<file path="config.mk">
export PLATFORM = sky130hd
export DESIGN_NAME = out_change_capture_flat
export DESIGN_NICKNAME = d
export VERILOG_FILES = /design/src/rtl/out_change_capture_if.sv /design/src/rtl/out_change_capture.sv /design/src/flat_wrapper.sv
export SDC_FILE = /design/constraint.sdc
export NUM_CORES = 1
export LEC_CHECK = 0
export CORE_ASPECT_RATIO = 0.9
export CORE_MARGIN = 10
export CORE_UTILIZATION = 52
export CTS_BUF_LIST = sky130_fd_sc_hd__clkbuf_16
export DETAILED_ROUTE_END_ITERATION = 7
export GPL_ROUTABILITY_DRIVEN = 0
export PLACE_DENSITY_LB_ADDON = 0.1
export SYNTH_ARGS = -nofsm -noshare
export SYNTH_HDL_FRONTEND = slang
export SYNTH_SLANG_ARGS = --single-unit
</file>
<file path="constraint.sdc">
create_clock -name ref_clk -period 3.9 [get_ports ref_clk]
set_clock_uncertainty 0.05 [all_clocks]
set_input_delay 0.39 -clock ref_clk [delete_from_list [all_inputs] [get_ports ref_clk]]
set_output_delay 0.39 -clock ref_clk [all_outputs]
set_load 0.005 [all_outputs]
</file>
<file path="src/rtl/out_change_capture_if.sv">
// Record stream carrying one captured {value, timestamp} per accepted transfer.
// A record transfers on every rising edge where m_valid && m_ready; the master holds m_data/m_ts stable while m_valid=1 and m_ready=0, and never withdraws m_valid before the transfer.
interface out_change_capture_if #(
  parameter int WIDTH    = 8,
  parameter int TS_WIDTH = 16
);
  logic                m_valid;
  logic                m_ready;
  logic [WIDTH-1:0]    m_data;
  logic [TS_WIDTH-1:0] m_ts;

  modport master (output m_valid, m_data, m_ts, input m_ready);
  modport slave  (input m_valid, m_data, m_ts, output m_ready);
endinterface

</file>
<file path="src/rtl/out_change_capture.sv">
// Samples an observed bus every cycle and queues each value change as a
// {value, timestamp} record in a first-word-fall-through FIFO.
module out_change_capture #(
  parameter int WIDTH    = 8,
  parameter int TS_WIDTH = 16,
  parameter int DEPTH    = 16
) (
  input  logic                     ref_clk,
  input  logic                     rst_n,
  input  logic                     en,
  input  logic [WIDTH-1:0]         din,
  input  logic                     clr_ovf,
  out_change_capture_if.master     m,
  output logic [$clog2(DEPTH):0]   level,
  output logic                     ovf,
  output logic [7:0]               drop_cnt
);
  localparam int AW = $clog2(DEPTH);
  localparam int LW = AW + 1;

  logic [TS_WIDTH-1:0] ts;
  logic [WIDTH-1:0]    prev;
  logic                first;

  logic [AW-1:0]       wr_ptr;
  logic [AW-1:0]       rd_ptr;
  logic [WIDTH-1:0]    data_mem [DEPTH];
  logic [TS_WIDTH-1:0] ts_mem   [DEPTH];

  logic change;
  logic empty;
  logic full;
  logic pop;
  logic push;
  logic drop;

  assign empty  = (level == '0);
  assign full   = (level == LW'(DEPTH));
  assign change = en & (first | (din != prev));
  assign pop    = m.m_valid & m.m_ready;
  // A pop frees the slot in the same edge, so a full FIFO still accepts.
  assign push   = change & (~full | pop);
  assign drop   = change & full & ~pop;

  assign m.m_valid = ~empty;
  assign m.m_data  = empty ? '0 : data_mem[rd_ptr];
  assign m.m_ts    = empty ? '0 : ts_mem[rd_ptr];

  always_ff @(posedge ref_clk) begin
    if (!rst_n) begin
      ts    <= '0;
      prev  <= '0;
      first <= 1'b1;
    end else if (en) begin
      ts    <= ts + TS_WIDTH'(1);
      prev  <= din;
      first <= 1'b0;
    end else begin
      first <= 1'b1;
    end
  end

  always_ff @(posedge ref_clk) begin
    if (!rst_n) begin
      wr_ptr <= '0;
      rd_ptr <= '0;
      level  <= '0;
    end else begin
      if (push) wr_ptr <= wr_ptr + AW'(1);
      if (pop)  rd_ptr <= rd_ptr + AW'(1);
      case ({push, pop})
        2'b10:   level <= level + LW'(1);
        2'b01:   level <= level - LW'(1);
        default: level <= level;
      endcase
    end
  end

  always_ff @(posedge ref_clk) begin
    if (rst_n && push) begin
      data_mem[wr_ptr] <= din;
      ts_mem[wr_ptr]   <= ts;
    end
  end

  // A drop in the clearing cycle counts as the first drop after the clear.
  always_ff @(posedge ref_clk) begin
    if (!rst_n) begin
      ovf      <= 1'b0;
      drop_cnt <= '0;
    end else if (drop) begin
      ovf      <= 1'b1;
      drop_cnt <= clr_ovf ? 8'd1 : ((drop_cnt == 8'hFF) ? 8'hFF : drop_cnt + 8'd1);
    end else if (clr_ovf) begin
      ovf      <= 1'b0;
      drop_cnt <= '0;
    end
  end
endmodule

</file>
<file path="src/flat_wrapper.sv">
// flat-port wrapper written by rule: the top's interface ports become plain ports
module out_change_capture_flat 
#(
  parameter int WIDTH    = 8,
  parameter int TS_WIDTH = 16,
  parameter int DEPTH    = 16
)
  (ref_clk, rst_n, en, din, clr_ovf, level, ovf, drop_cnt, m_m_valid, m_m_data, m_m_ts, m_m_ready);
  out_change_capture_if #(.WIDTH(WIDTH), .TS_WIDTH(TS_WIDTH)) m_i ();
  input  logic ref_clk;
  input  logic rst_n;
  input  logic en;
  input  logic [WIDTH-1:0] din;
  input  logic clr_ovf;
  output logic [$clog2(DEPTH):0] level;
  output logic ovf;
  output logic [7:0] drop_cnt;
  output wire logic [$bits(m_i.m_valid)-1:0] m_m_valid;
  output wire logic [$bits(m_i.m_data)-1:0] m_m_data;
  output wire logic [$bits(m_i.m_ts)-1:0] m_m_ts;
  input wire logic [$bits(m_i.m_ready)-1:0] m_m_ready;
  assign m_m_valid = m_i.m_valid;
  assign m_m_data = m_i.m_data;
  assign m_m_ts = m_i.m_ts;
  assign m_i.m_ready = m_m_ready;
  out_change_capture #(.WIDTH(WIDTH), .TS_WIDTH(TS_WIDTH), .DEPTH(DEPTH)) u_core (.ref_clk(ref_clk), .rst_n(rst_n), .en(en), .din(din), .clr_ovf(clr_ovf), .m(m_i), .level(level), .ovf(ovf), .drop_cnt(drop_cnt));
endmodule
</file>
== After elaboration in Yosys (flattened, before gate mapping) ==
Memories as Yosys holds them, arrays and structs flattened. A register that Yosys moved wholly into a read port is not among the register bits.
Cells that the tools add are included.

* Register bits: 47
* RAM bits: 384
* Input bits: 13
* Logic and storage cells: 51
* Memories kept: 2

{| class="wikitable"
|+ Memories
! memory !! words !! bits a word !! rd ports !! clocked after memory_dff !! wr ports !! line !! text
|-
| u_core.ts_mem || 16 || 16 || 1 || 1 || 1 || out_change_capture.sv:28 || <nowiki>logic [TS_WIDTH-1:0] ts_mem [DEPTH];</nowiki>
|-
| u_core.data_mem || 16 || 8 || 1 || 1 || 1 || out_change_capture.sv:27 || <nowiki>logic [WIDTH-1:0] data_mem [DEPTH];</nowiki>
|}

* Add/subtract/negate cells: 6
* Equal/unequal tests: 5
* Muxes and demuxes: 16
* Bitwise gates (word level): 10
* Reductions and logical operators: 4

{| class="wikitable"
|+ Operators by type and width
! kind !! number
|-
| 8-bit 2-to-1 mux || 5
|-
| 16-bit by 1-bit adder with 16-bit output (second input constant) || 1
|-
| 16-bit 2-to-1 mux || 1
|-
| 4-bit 2-to-1 mux || 4
|-
| 5-bit case mux with 2 select lines || 1
|-
| 4-bit by 1-bit adder with 4-bit output (second input constant) || 2
|-
| 8-bit by 1-bit adder with 8-bit output (second input constant) || 1
|-
| 8-bit equality test (second input constant) || 1
|-
| 8-bit != test || 1
|-
| 5-bit by 1-bit adder with 5-bit output (second input constant) || 1
|-
| 1-bit bitwise AND || 5
|-
| 5-bit equality test (second input constant) || 1
|-
| 5-bit zero test || 1
|-
| 1-bit 2-to-1 mux || 5
|-
| 5-bit by 1-bit subtractor with 5-bit output (second input constant) || 1
|-
| 2-bit nonzero test || 2
|-
| 1-bit NOT || 3
|-
| 2-bit by 1-bit equality test with 1-bit output (second input constant) || 1
|-
| 2-bit equality test (second input constant) || 1
|-
| 1-bit bitwise OR || 2
|-
| 1-bit logical AND || 1
|}

== Longest topological paths before layout ==
Gate-level depths: netlist (run 1).

* Depth in word-level cells: 8
* Mapped depth: 12
* Gate-level depth less buffers: 12

== Worst setup path after synthesis (run 1) ==
OpenSTA, ideal clock, no wires.

* Kind: input to register
* Start: input en
* End: memory u_core.data_mem[10][0] (enable)
* Library setup time: 405 ps
* Arrival time: 2554 ps
* Required time: 3445 ps
* Slack: 892 ps
* Cell stages on the path: 6
* Buffers on the path: 1
* Path through: clkbuf_1 inv_1 a31oi_4 nor2b_1 nand2_1 nor2_1

* Word-level cells in the longest chain between the ends: 5

{| class="wikitable"
|+ RTL lines
! item !! line !! text
|-
| start: declaration || flat_wrapper.sv:12 || <nowiki>input logic en;</nowiki>
|-
| 1-bit bitwise AND || out_change_capture.sv:39 || <nowiki>assign change = en & (first | (din != prev));</nowiki>
|-
| 1-bit bitwise AND || out_change_capture.sv:42 || <nowiki>assign push = change & (~full | pop);</nowiki>
|-
| 1-bit logical AND || out_change_capture.sv:80 || <nowiki>if (rst_n && push) begin</nowiki>
|-
| 1-bit 2-to-1 mux || out_change_capture.sv:80 ||
|-
| 1-bit 2-to-1 mux (not written as such) || out_change_capture.sv:81 || <nowiki>data_mem[wr_ptr] <= din;</nowiki>
|-
| end: declaration || out_change_capture.sv:27 ||
|}

No other way between the ends.

==> impl_metrics.json, run 1 <==
{
  "critPathKind": "reg2out",
  "hold_end": "u_core.ovf",
  "power.density_nw_per_um2": 585.9,
  "postCtsSetupBuffers": 0,
  "p_clk_share_pct": 36.5,
  "hold_buffers": 0,
  "slew_violations": 0,
  "crit_path_start_kind": "flip-flop",
  "synth_edf_count": 384,
  "hold_depth": 2,
  "p_leak_nw": 6.528,
  "synth_cell_types": 40,
  "synthCells": 836,
  "hold_violations": 0,
  "hp-start": "u_core.ovf",
  "syn_avg_cell_area_um2": 20.32,
  "drv_cap": 0,
  "tightest_slew_ns": 0.9131,
  "ys.warnings.count": 0,
  "dp_slack_ns": 0.3769,
  "min_path_type": "reg2reg",
  "max_freq_ghz": 0.2781,
  "r2r_slack_ns": 1.10,
  "grt_pass1_vias": 8794,
  "worstSkewPairLatency_ns": 0.53,
  "diodes": 0,
  "setup_ws_ns": 0.3044,
  "die_height_um": 191.5,
  "nets": 960,
  "power_switching_w": 0.002737,
  "core_um2": 32040,
  "firstDrtPassIters": 6,
  "clk_path_buf_depth": 3,
  "place_area_um2": 18310,
  "ys.flop_type": "edfxtp_1",
  "max_slew_margin_pct": 38.85,
  "vias_per_cell": 5.941,
  "cts_buffers": 44,
  "port_buffers": 51,
  "ioPinCount": 52,
  "seq_power_share_pct": 45.1,
  "placedCellCount": 1306,
  "end_kind": "output port",
  "num_rows": 62,
  "track_usage_pct": 17.86,
  "start_util_pct": 53.02,
  "path_clk_slew_ns": 0.06,
  "syn_nets": 860,
  "crit_required_ns": 3.46,
  "critical_path.max_fanout": 44,
  "cts_root_buf": "clkbuf_16",
  "setup_tns_ns": 0,
  "final_cells": 1385,
  "worstPathArrival_ns": 3.16,
  "drc": 0,
  "ys_seq_elements": 435,
  "stdcell_area_um2": 19770,
  "power_frac_comb_pct": 18.4,
  "cts_tree": "done",
  "grt_max_degree": 97,
  "area_growth_pct": 16.36,
  "cts_sinks": 435,
  "setup_violations": 0,
  "min_period_over_period_pct": 92.19,
  "regToRegStartpoint": "u_core.prev[6]",
  "dieArea_um2": 40310,
  "grt_first_pass_wirelength_um": 54050,
  "grt_overflow": 0,
  "routedWlPerCell_um": 25.55,
  "wl_um": 35390,
  "min_period_ns": 3.596,
  "ys_seq_area_share_pct": 73.90,
  "htree_levels": 2,
  "async_flop_share_pct": 0,
  "num_vias": 8228,
  "ir_drop_uv": 546.8,
  "fp.dieW_um": 210.5,
  "synth_area_um2": 16990,
  "antenna_found_initial": 0,
  "p_sw_share_pct": 23.63,
  "reg2reg_to": "u_core.ts_mem[14][14]",
  "rsz0062_at_grt": "false",
  "drive_gt1_share_pct": 25.59,
  "p_int_w": 0.008844,
  "ant_nets": 0,
  "rr_worst_depth": 9,
  "status": "completed",
  "first_iter_violations": 664,
  "dp_hpwl_um": 20740,
  "ctsResizeCount": 0
}
==> power by group through the flow <==
stage          Sequential, W  Clock [W]  Combinational, W
2_1_floorplan        0.00527          0           0.00136
3_3_place_gp         0.00532          0           0.00215
3_5_place_dp         0.00533          0           0.00218
4_1_cts              0.00523    0.00431           0.00219
5_1_grt              0.00524    0.00449           0.00233
6_report             0.00523    0.00422           0.00213
==> sequential cells by signal, indices dropped and copies added (netlist names), named ones only <==
| signal | cells |
|---|---|
| u_core.ts | 16 |
| u_core.ovf | 1 |
| u_core.prev | 8 |
| u_core.wr_ptr | 4 |
| u_core.data_mem | 128 |
| u_core.rd_ptr | 4 |
| u_core.first | 1 |
| u_core.ts_mem | 256 |
| u_core.level | 5 |
| u_core.drop_cnt | 8 |
==> critical path, stage by stage (launching register included) <==
cell	delay (ns)
dfxtp_4	0.51
buf_12	0.35
mux4_2	0.56
mux4_2	0.53
and2_1	0.19
clkdlybuf4s50_1	0.44
==> cells in the final DEF, fill, tap and decap left out, drive strengths merged, types with 10 or more instances in the layout <==
cell,count
nand3,12
xor2,22
and2,28
edfxtp,384
nor2,56
clkbuf,45
ha,10
mux4,120
mux2i,12
clkinv,17
nand2,20
clkdlybuf4s50,51
buf,42
dfxtp,51
inv,16
==> cells in the mapped netlist (2+ instances only) <==
cell	instances	share of area (%)
nor2b_1	5	0.18
nor3b_1	3	0.13
a21oi_1	8	0.24
ha_1	10	0.74
o21ai_0	4	0.12
buf_2	7	0.21
xnor2_1	8	0.41
nand2b_1	2	0.074
and2_1	28	1.0
nor2_1	56	1.2
nand2_1	20	0.44
and4_1	4	0.21
dfxtp_1	51	6.0
or3_1	2	0.074
and3_1	4	0.15
buf_6	6	0.40
clkbuf_1	19	0.42
nor3_1	8	0.24
o31ai_1	3	0.13
xor2_1	22	1.1
mux2i_1	11	0.65
nand3_1	12	0.35
nand3b_1	3	0.13
nor4_2	2	0.15
mux4_2	120	16
edfxtp_1	384	68
inv_1	9	0.20
nand4_1	7	0.26
buf_1	7	0.15
==> worst max path at each step <==
stage,endpoint,slack (ns),startpoint
global placement,u_core.ts_mem[7][2],0.41,din[0]
floorplan,u_core.data_mem[10][0],0.89,en
detailed placement,u_core.ts_mem[7][15],0.38,din[0]
CTS,m_m_data[4],0.25,flip-flop
finish,m_m_data[4],0.30,flip-flop
global route,m_m_data[4],0.13,flip-flop
==> routing by layer <==
layer	GRT usage (%)	share of wire, %	wire (um)	vias up
li1	-	-	-	3583
met1	24.40	44	15440	4359
met2	29.71	50	17540	238
met3	2.963	5.2	1853	48
met4	4.147	1.6	552	0
met5	0	0	0	-
==> metrics by stage <==
step | utilization [%] | power (W) | hold WS [ns]
CTS | 61.69 | 0.01173 | 0.4503
detailed placement | 57.14 | 0.007506 | 0.4329
global placement | 57.14 | 0.007474 | 0.4323
global route | 61.69 | 0.01207 | 0.4828
floorplan | - | 0.006628 | 0.4178
finish | 61.69 | 0.01158 | 0.4476
==> area by class of cell <==
cell class                      instances  area [um^2]
Clock buffer                           45         1126
Multi-Input combinational cell        353         4240
Clock inverter                         34        332.8
Fill cell                            2236        12270
Sequential cell                       435        12560
Tap cell                              416        520.5
Inverter                                9        33.78
Timing Repair Buffer                   93        950.9
==> logic make-up after synthesis <==
family	after synthesis	synth area share, %
AOI/OAI and AO/OA	23	0.9282
xor gates and xnor gates	30	1.547
adders and majority gates	11	0.8545
buffers and inverters	48	1.377
DFF	435	73.90
muxes	132	16.69
and+or+nand+nor	157	4.707
Note: power is estimated with default switching activity, not from simulation.
==> run 2, diff against run 1 <==
--- a/config.mk
+++ b/config.mk
@@ -8,7 +8,7 @@
 export CORE_ASPECT_RATIO = 0.9
 export CORE_MARGIN = 10
 export CORE_UTILIZATION = 52
-export CTS_BUF_LIST = sky130_fd_sc_hd__clkbuf_16
+export CTS_BUF_LIST = sky130_fd_sc_hd__clkbuf_8
 export DETAILED_ROUTE_END_ITERATION = 7
 export GPL_ROUTABILITY_DRIVEN = 0
 export PLACE_DENSITY_LB_ADDON = 0.1
==> impl_metrics.json, run 2 (same netlist as run 1, synthesis figures left out) <==
{
  "ant_nets": 0,
  "setup_tns_ns": 0,
  "ctsResizeCount": 0,
  "dp_slack_ns": 0.3769,
  "first_iter_violations": 552,
  "nets": 986,
  "crit_path_max_incr_delay_ns": 0.55,
  "slew_violations": 0,
  "num_vias": 8366,
  "max_slew_margin_pct": 39.43,
  "hp-start": "u_core.ovf",
  "crit_path_start_kind": "flip-flop",
  "reg2reg_to": "u_core.data_mem[14][3]",
  "num_rows": 62,
  "power.density_nw_per_um2": 563.5,
  "layout_common_cells": "384 x edfxtp_1, 120 x mux4_2, 77 x clkbuf_8",
  "power.total_w": 0.01107,
  "routedWlPerCell_um": 24.92,
  "dieArea_um2": 40310,
  "cts_root_buf": "clkbuf_8",
  "path_clk_slew_ns": 0.06,
  "dp_hpwl_um": 20740,
  "setup_violations": 0,
  "utilization_pct": 61.32,
  "busiest_layer": "met2",
  "grt_util_met2_pct": 29.91,
  "grt_overflow": 0,
  "grt_pass1_vias": 9101,
  "p_leak_nw": 6.552,
  "status": "completed",
  "placedCellCount": 1306,
  "drc": 0,
  "drive_gt1_share_pct": 26.77,
  "track_usage_pct": 18.20,
  "hold_end": "u_core.ovf",
  "ioPinCount": 52,
  "slowest_stage": "mux4_2",
  "tightest_slew_ns": 0.9043,
  "die_height_um": 191.5,
  "max_freq_ghz": 0.2748,
  "layout_commonest_cell": "edfxtp_1",
  "postCtsSetupBuffers": 0,
  "fill_cells": 2279,
  "firstDrtPassIters": 5,
  "hold_buffers": 0,
  "grt_use_met1_pct": 24.26,
  "cts_tree": "done",
  "min_period_ns": 3.639,
  "cp_common_cell": "mux4_2",
  "diodes": 0,
  "ir_drop_uv": 535.7,
  "fp.dieW_um": 210.5,
  "critPathBufInv": 2,
  "min_period_over_period_pct": 93.31,
  "cts_buffers": 70,
  "met3_usage_pct": 3.536,
  "area_growth_pct": 15.66,
  "rsz0062_at_grt": "false",
  "largestRegisters": "u_core.ts_mem x256, u_core.data_mem x128, u_core.ts x16",
  "final_cells": 1432,
  "end_kind": "output port",
  "hold_depth": 2,
  "grt_first_pass_wirelength_um": 54630,
  "drv_cap": 0,
  "core_um2": 32040,
  "rr_worst_depth": 9,
  "critical_path.max_fanout": 44,
  "r2r_slack_ns": 1.09,
  "largest_reg_flops": 256,
  "cp_top_family": "multiplexers",
  "regMostFlops": "u_core.ts_mem",
  "antenna_found_initial": 0,
  "regToRegStartpoint": "u_core.prev[6]",
  "critPathKind": "reg2out",
  "worstSkewPairLatency_ns": 0.59,
  "vias_per_cell": 5.842,
  "path_cells": "buf_12, mux4_2, mux4_2, and2_1, clkdlybuf4s50_1",
  "crit_required_ns": 3.46,
  "htree_levels": 3,
  "grt_max_degree": 97,
  "worstPathArrival_ns": 3.20,
  "wl_um": 35680,
  "hold_violations": 0,
  "clk_path_buf_depth": 3,
  "setup_ws_ns": 0.2609,
  "start_util_pct": 53.02,
  "cts_sinks": 435,
  "min_path_type": "reg2reg",
  "port_buffers": 51
}
## run 2: cell count changes in the layout (fill, tap and decap cells not counted), sizes merged
cell and delta:
clkbuf +32, clkinv +4, bufinv -4, inv +16, clkinvlp -1
## run 2: how the worst max path moves through the flow
stage,slack (ns),cells past startpoint,end,start
after global routing,0.07,5,m_m_data[4],flip-flop
after detailed placement,0.38,9,u_core.ts_mem[7][15],din[0]
after floorplan,0.89,6,u_core.data_mem[10][0],en
after global placement,0.41,9,u_core.ts_mem[7][2],din[0]
after CTS,0.17,5,m_m_data[4],flip-flop
final,0.26,5,m_m_data[4],flip-flop
## run 2: cell type report
cell class	instances	area, um^2	share of cell area, %
clock buffers	77	1060	5.394
clock inverters	49	280.3	1.427
inverters	9	33.78	0.1720
multi-input cells	353	4240	21.58
flip-flops and latches	435	12560	63.93
well taps	416	520.5	2.649
repair buffers	93	950.9	4.840
## run 2: report_power, final
group | total, W | switching, W | internal [W] | leakage (nW)
clock | 0.00371 | 0.00170 | 0.00201 | 0.760
sequential | 0.00523 | 0.000104 | 0.00513 | 4.15
combinational | 0.00213 | 0.000957 | 0.00117 | 1.64
## run 2: worst register-to-register path: stages, from the launching register on
cell     delay (ns)
dfxtp_1        0.35
xor2_1         0.22
nor4_2         0.08
buf_4          0.16
a31oi_4        0.20
buf_4          0.20
nor2b_1        0.39
nand2_1        0.27
nor2_2         0.17
buf_4          0.35
## run 2: per-stage QoR
step / instance area (um^2) / hold slack, ns
finish: 19650 / 0.4503
CTS: 19650 / 0.4344
detailed placement: 18310 / 0.4329
global route: 19650 / 0.4818
global placement: 18310 / 0.4323
floorplan: 16990 / 0.4178
## run 2: metal layers
layer,part of all wire [%],vias to the layer above
li1,-,3646
met1,43,4376
met2,49,285
met3,5.9,59
met4,2.0,0
met5,0,-
